`config.mk`:
```
export PLATFORM = sky130hd
export DESIGN_NAME = mem_port_arbiter
export DESIGN_NICKNAME = d
export VERILOG_FILES = /design/src/rtl/mem_port_arbiter.sv
export SDC_FILE = /design/constraint.sdc
export NUM_CORES = 1
export LEC_CHECK = 0
export CAP_MARGIN = 10
export CORE_MARGIN = 8
export CORE_UTILIZATION = 24
export DETAILED_ROUTE_END_ITERATION = 6
export MAX_ROUTING_LAYER = met4
export PLACE_DENSITY = 0.62
export SETUP_SLACK_MARGIN = 0.1
export SYNTH_ARGS = -nofsm -noshare
export SYNTH_HDL_FRONTEND = slang
export SYNTH_SLANG_ARGS = --single-unit
```
`constraint.sdc`:
```
create_clock -name clk -period 1.7 [get_ports clk]
set_input_delay 0.425 -clock clk [delete_from_list [all_inputs] [get_ports clk]]
set_output_delay 0.425 -clock clk [all_outputs]
set_load 0.02 [all_outputs]
```
`src/rtl/mem_port_arbiter.sv`:
```
// Arbitrates fetch (read-only) and data (read/write) ports onto one multi-cycle memory.
// Latency is LATENCY+1 cycles to done. Requests are held until done. Optional MEMARB_RR_EN selects round-robin arbitration.
module mem_port_arbiter #(
  parameter int LATENCY = 4,
  parameter int AW      = 16,
  parameter int DW      = 16
) (
  input  logic          clk,
  input  logic          rst,
  input  logic          if_req,
  input  logic [AW-1:0] if_addr,
  output logic [DW-1:0] if_rdata,
  output logic          if_done,
  input  logic          dm_req,
  input  logic          dm_wr,
  input  logic [AW-1:0] dm_addr,
  input  logic [DW-1:0] dm_wdata,
  output logic [DW-1:0] dm_rdata,
  output logic          dm_done,
  input  logic          halt,
  output logic          mem_en,
  output logic          mem_wr,
  output logic [AW-1:0] mem_addr,
  output logic [DW-1:0] mem_wdata,
  input  logic [DW-1:0] mem_rdata,
  output logic          mem_dump,
  output logic          busy
);

  localparam int CW = (LATENCY > 1) ? $clog2(LATENCY) : 1;

  typedef enum logic [1:0] {IDLE, ACCESS, RESP} state_t;

  state_t        state, state_nxt;
  logic [CW-1:0] count;
  logic          owner;  // 1 = data port owns the current access
  logic          wr_q;
  logic [AW-1:0] addr_q;
  logic [DW-1:0] wdata_q;
  logic [DW-1:0] if_rdata_q, dm_rdata_q;
  logic          grant, pick_dm, last_cnt;

`ifdef MEMARB_RR_EN
  logic last_owner;

  // On conflict, the port that lost the previous grant goes first.
  assign pick_dm = dm_req & (~if_req | ~last_owner);

  always_ff @(posedge clk or negedge rst) begin
    if (!rst)       last_owner <= 1'b0;
    else if (grant) last_owner <= pick_dm;
  end
`else
  assign pick_dm = dm_req;
`endif

  assign grant    = (state == IDLE) & ~halt & (if_req | dm_req);
  assign last_cnt = (count == CW'(LATENCY - 1));

  always_comb begin
    state_nxt = state;
    case (state)
      IDLE:    if (grant) state_nxt = ACCESS;
      ACCESS:  if (last_cnt) state_nxt = RESP;
      RESP:    state_nxt = IDLE;
      default: state_nxt = IDLE;
    endcase
  end

  always_ff @(posedge clk or negedge rst) begin
    if (!rst) begin
      state <= IDLE;
      count <= '0;
    end else begin
      state <= state_nxt;
      if (state == ACCESS && !last_cnt) count <= count + CW'(1);
      else                              count <= '0;
    end
  end

  always_ff @(posedge clk or negedge rst) begin
    if (!rst) begin
      owner   <= 1'b0;
      wr_q    <= 1'b0;
      addr_q  <= '0;
      wdata_q <= '0;
    end else if (grant) begin
      owner   <= pick_dm;
      wr_q    <= pick_dm & dm_wr;
      addr_q  <= pick_dm ? dm_addr : if_addr;
      wdata_q <= pick_dm ? dm_wdata : '0;
    end
  end

  // Read data is sampled on the final cycle the memory is held.
  always_ff @(posedge clk or negedge rst) begin
    if (!rst) begin
      if_rdata_q <= '0;
      dm_rdata_q <= '0;
    end else if (state == ACCESS && last_cnt && !wr_q) begin
      if (owner) dm_rdata_q <= mem_rdata;
      else       if_rdata_q <= mem_rdata;
    end
  end

  assign mem_en    = (state == ACCESS);
  assign mem_wr    = mem_en & wr_q;
  assign mem_addr  = addr_q;
  assign mem_wdata = wdata_q;
  assign if_done   = (state == RESP) & ~owner;
  assign dm_done   = (state == RESP) & owner;
  assign if_rdata  = if_rdata_q;
  assign dm_rdata  = dm_rdata_q;
  assign busy      = (state != IDLE);
  // Gated by reset so the dump request is also forced low while in reset.
  assign mem_dump  = halt & (state == IDLE) & rst;

endmodule

```
# Yosys cells after proc, flatten, opt, wreduce, memory -nomap -nowiden

Index checks and enable logic that the tools add are counted.

Register bits: 70
Word-level logic and storage cells: 41
Bits in latches: 0
Memory bits (writable): 0
ROM bits: 0
Memories: 0

Eq/ne operators: 5
Divide/modulo/power cells: 0
Multiplexer cells: 6
Multipliers: 0
Reductions and logical operators: 10
Order comparisons: 0
Bitwise gates (word level): 11
$add $sub $neg: 1
Shifts and indexed selects: 0

Operator list:

| cell                | number |
|---|---|
| $mux 16             | 2 |
| $and 1x1->1         | 8 |
| $mux 2              | 3 |
| $reduce_and 2->1    | 3 |
| $eq 2x2->1 const B  | 2 |
| $pmux 2 s2          | 1 |
| $logic_and 1x1->1   | 3 |
| $add 2x1->2 const B | 1 |
| $eq 2x1->1 const B  | 1 |
| $logic_not 1->1     | 2 |
| $logic_not 2->1     | 1 |
| $ne 2x1->1 const B  | 1 |
| $ne 2x2->1 const B  | 1 |
| $not 1->1           | 2 |
| $reduce_bool 2->1   | 1 |
| $or 1x1->1          | 1 |

# Logic depth before layout (Yosys ltp)

Depth in word-level cells: 5
Gate-level depth with buffers: 6

# Least setup slack after synthesis

Ideal clock, no wire load.

Kind: in2reg
Start: input dm_req
End: register addr_q[10], in the netlist mem_addr[10]
Library setup time: 125 ps
Path buffers: 2
Stages: 4
Slack: -103 ps
Arrival: 1678 ps
Required time: 1575 ps
Path through: clkbuf_1 clkbuf_1 mux2_2 mux2_4

Word-level cells in the longest chain between the ends: 2
Elaborated cells on any way between the ends: 3
Classes of those cells: mux (1); bitwise (2)

Ends and longest elaborated chain:

| item                 | line | RTL |
|---|---|---|
| start, declared      | 14   | `input logic dm_req,` |
| $or 1x1->1           | 57   | `assign grant = (state == IDLE) & ~halt & (if_req \| dm_req);` |
| $and 1x1->1          | 57   |  |
| end signal, assigned | 90   | `addr_q <= pick_dm ? dm_addr : if_addr;` |
| end, declared        | 38   | `logic [AW-1:0] addr_q;` |

Several ways; a longest one is shown, not always the timed one.
A chain may end at the register's enable or synchronous reset.

# Final worst setup path

Start: register state[1]
End: register addr_q[12], in the netlist mem_addr[12]

Word-level cells in the longest chain between the ends: 3

Ends and longest elaborated chain:

| item                     | line | RTL |
|---|---|---|
| start, declared          | 34   | `state_t state, state_nxt;` |
| start signal, assigned   | 75   | `state <= state_nxt;` |
| $logic_not 2->1          | 57   |  |
| $and 1x1->1 (2 in a row) | 57   |  |

No other way between the ends.

==> flow_summary_export.csv <==
group,metric,value,unit
timing,maxSlewHeadroom,41.2,%
logic_synthesis,netlist_instances,180,
floorplan,core-area,11900,µm²
clock_network,root_buffer,"clkbuf_16",
global_routing,grt_pass1_wl,13600,µm
finish,syn2layout_area_growth,73.3,%
logic_synthesis,synthesis.area,2900,µm²
routing,drt_iter0_drc,33,
timing,fmax,594,MHz
pwr,power.density,1780,nW/µm²
timing,finalCritPeriodShare,99.0,%
clock_network,h-tree-depth,3,
clock_network,numCtsBuffers,9,
finish,drive_gt1_share,32.9,%
critical_path,worstSetupPathType,"reg -> reg",
finish,stdcell_area,5020,µm²
clock_network,clk_pin_slew,0.05,ns
placed_design,dpl.cell_count,472,
logic_synthesis,yosysWarnings,0,
clock_network,cts_tree,"built",
critical_path,crit_end,"mem_addr[12]$_DFFE_PN0P_",
timing,finalMaxSlewViolations,0,
floorplan,io_pins,140,
timing,setup_viol,0,
logic_synthesis,ys_async_sr_fraction,100,%
global_routing,first_global_vias,2421,
floorplan,start_util,24.3,%
critical_path,crit_path_start,"state[1]$_DFFE_PN0P_",
critical_path,cp.required,1.90,ns
logic_synthesis,ys_top_cells_by_count,"70 x dfrtp_1, 53 x mux2_2, 17 x a22o_1, 11 x mux2_4, 4 x buf_2",
finish,instances_no_fill,495,
logic_synthesis,synth-edff-count,0,
critical_path,rr_worst_depth,4,
floorplan,die_area,15800,µm²
timing,rsz0062_at_grt,"true",
logic_synthesis,ys_ff_latch,70,
critical_path,crit_fanout,10,
critical_path,r2r_slack,0.02,ns
logic_synthesis,synth.most_common_cell,"dfrtp_1",
critical_path,crit_path_end_kind,"flip-flop",
logic_synthesis,synth_xor_area_share,0,%
outcome,status,"complete, no violations",
clock_network,cts_buffer_depth,2,
routing,final_antenna_net_count,0,
pwr,p_leak,2.42,nW
timing,hold_viol,0,
timing,finalSetupTns,0,ns
logic_synthesis,synth_top_cell_area_share,60.5,%
global_routing,grtUsageTotal,11.2,%
placed_design,gp_congestion,0.718,
routing,drc,0,
logic_synthesis,synth.area.mux_share,26.3,%
floorplan,die_x,126,µm
critical_path,critPathLaunchType,"flip-flop",
routing,drtPass1Iterations,3,
critical_path,reg2reg_to,"mem_addr[12]$_DFFE_PN0P_",
placed_design,io_buffer_count,139,
placed_design,place_area,4560,µm²
floorplan,dieHeight,126,µm
global_routing,overflow,0,
finish,nets,413,
routing,drt_wl_total,8530,µm
global_routing,grt_max_degree,71,
timing,fin_skew,0.00499,ns
timing,hold_ws,0.351,ns
logic_synthesis,synthAdderAreaFrac,0.432,%
worst_hold_path,hp-class,"in -> async",
timing,period_needed,1.68,ns
placed_design,dp_hpwl,5850,µm
timing,tightest_slew,0.882,ns
logic_synthesis,ys.flop_type,"dfrtp_1",
logic_synthesis,synth-compound-area-share,5.57,%
logic_synthesis,synth.distinct_cells,24,
routing,wire_per_inst,17.2,µm
clock_network,insertion_delay,0.32,ns
logic_synthesis,yosys.area_share.simple,4.24,%
clock_network,cts_sinks,70,
global_routing,antenna_found_initial,1,
logic_synthesis,synthTopCellsByArea,"dfrtp_1 61%, mux2_2 21%, mux2_4 5.7%",
pwr,vdd_ir_drop_max,0.000698,V
routing,viasPerCell,4.30,
finish,post-route-util,42.1,%
flow_run,max-cap-violations,0,
logic_synthesis,syn-num-nets,251,
routing,vias,2129,
critical_path,reg2reg_from,"state[1]$_DFFE_PN0P_",
critical_path,crit_arrival,1.88,ns
floorplan,rows,40,
logic_synthesis,seq_area_frac_synth,60.5,%
logic_synthesis,synth_top_family_by_area,"multiplexers",
logic_synthesis,yosys.area.top_type,"dfrtp_1",
logic_synthesis,syn_avg_cell_area,16.1,µm²
sequential cells by signal, summed over array words and instances (netlist names):
signal     cells
dm_rdata      16
if_rdata      16
mem_addr      16
mem_wdata     16
count          2
state          2
owner          1
wr_q           1
metal layers:
metal  vias up  part of all wire (%)  GRT usage [%]
met3         9                   7.9           4.39
li1        985                     -              -
met5         -                     0              -
met4         0                   1.3           4.25
met2        86                    47           17.0
met1      1049                    44           13.1
through the flow:
step	power, mW	setup slack [ns]
3_3_place_gp	7.33	-0.387
4_1_cts	8.78	0.00327
2_1_floorplan	5.12	-0.0860
5_1_grt	9.44	-0.0269
6_report	8.91	0.0176
3_5_place_dp	7.40	-0.380
power by group:
group | leakage (nW) | internal (mW) | total (mW) | switching (mW)
clock | 0.128 | 1.03 | 1.67 | 0.640
combinational | 1.44 | 2.28 | 4.32 | 2.04
sequential | 0.853 | 2.49 | 2.93 | 0.437
worst min path at each step:
stage / slack, ns / cells past startpoint / to
3_5_place_dp: 0.44 / 1 / count[0]$_DFF_PN0_
4_1_cts: 0.40 / 2 / if_rdata[4]$_DFFE_PN0P_
6_report: 0.35 / 2 / if_rdata[2]$_DFFE_PN0P_
5_1_grt: 0.44 / 2 / count[0]$_DFF_PN0_
3_3_place_gp: 0.43 / 1 / count[0]$_DFF_PN0_
2_1_floorplan: 0.13 / 0 / count[0]$_DFF_PN0_
kinds of logic (layout without fill, tap and decap cells):
kind of cell	count (synthesis)	after routing
mux	64	64
buf+inv	11	178
flops	70	70
other cells	0	1
compound gates	19	19
simple gates	15	15
fa+ha+maj	1	1
layout make-up:
| type | instances | area, µm² |
|---|---|---|
| Clock inverter | 1 | 5.00 |
| Fill cell | 1155 | 6890 |
| Sequential cell | 70 | 1750 |
| Timing Repair Buffer | 161 | 1600 |
| Inverter | 1 | 3.75 |
| Tap cell | 147 | 184 |
| Antenna cell | 1 | 2.50 |
| Multi-Input combinational cell | 99 | 1210 |
| Clock buffer | 15 | 258 |
critical path, stage by stage, from the launching register on:
cell and delay (ns):
dfrtp_1 0.39, or2_4 0.28, or3_4 0.42, buf_12 0.17, mux2_4 0.30
placed cells by master, fill, tap and decap left out, types with 2 or more instances in the layout:
cell type        synthesis  final
clkbuf_16                0     11
clkbuf_1                 2      5
nor2_1                   2      2
a22o_1                  17     17
clkdlybuf4s50_1          0     67
nor3b_2                  1      2
mux2_4                  11     43
dfrtp_1                 70     70
buf_12                   1      4
buf_4                    0     14
dlygate4sd2_1            0     64
buf_6                    3      7
mux2_2                  53     21
timing repair:
| action | in CTS | in global routing |
|---|---|---|
| pin swaps | 3 | 3 |
| endpoints found under the setup margin | 119 | 70 |
| cloned | 1 | 2 |
| resized for setup | 115 | 30 |
| hold buffers | 0 | 0 |
| hold endpoints to repair | 0 | 0 |
| buffers inserted | 3 | 0 |
(Power assumes the default switching activity.)
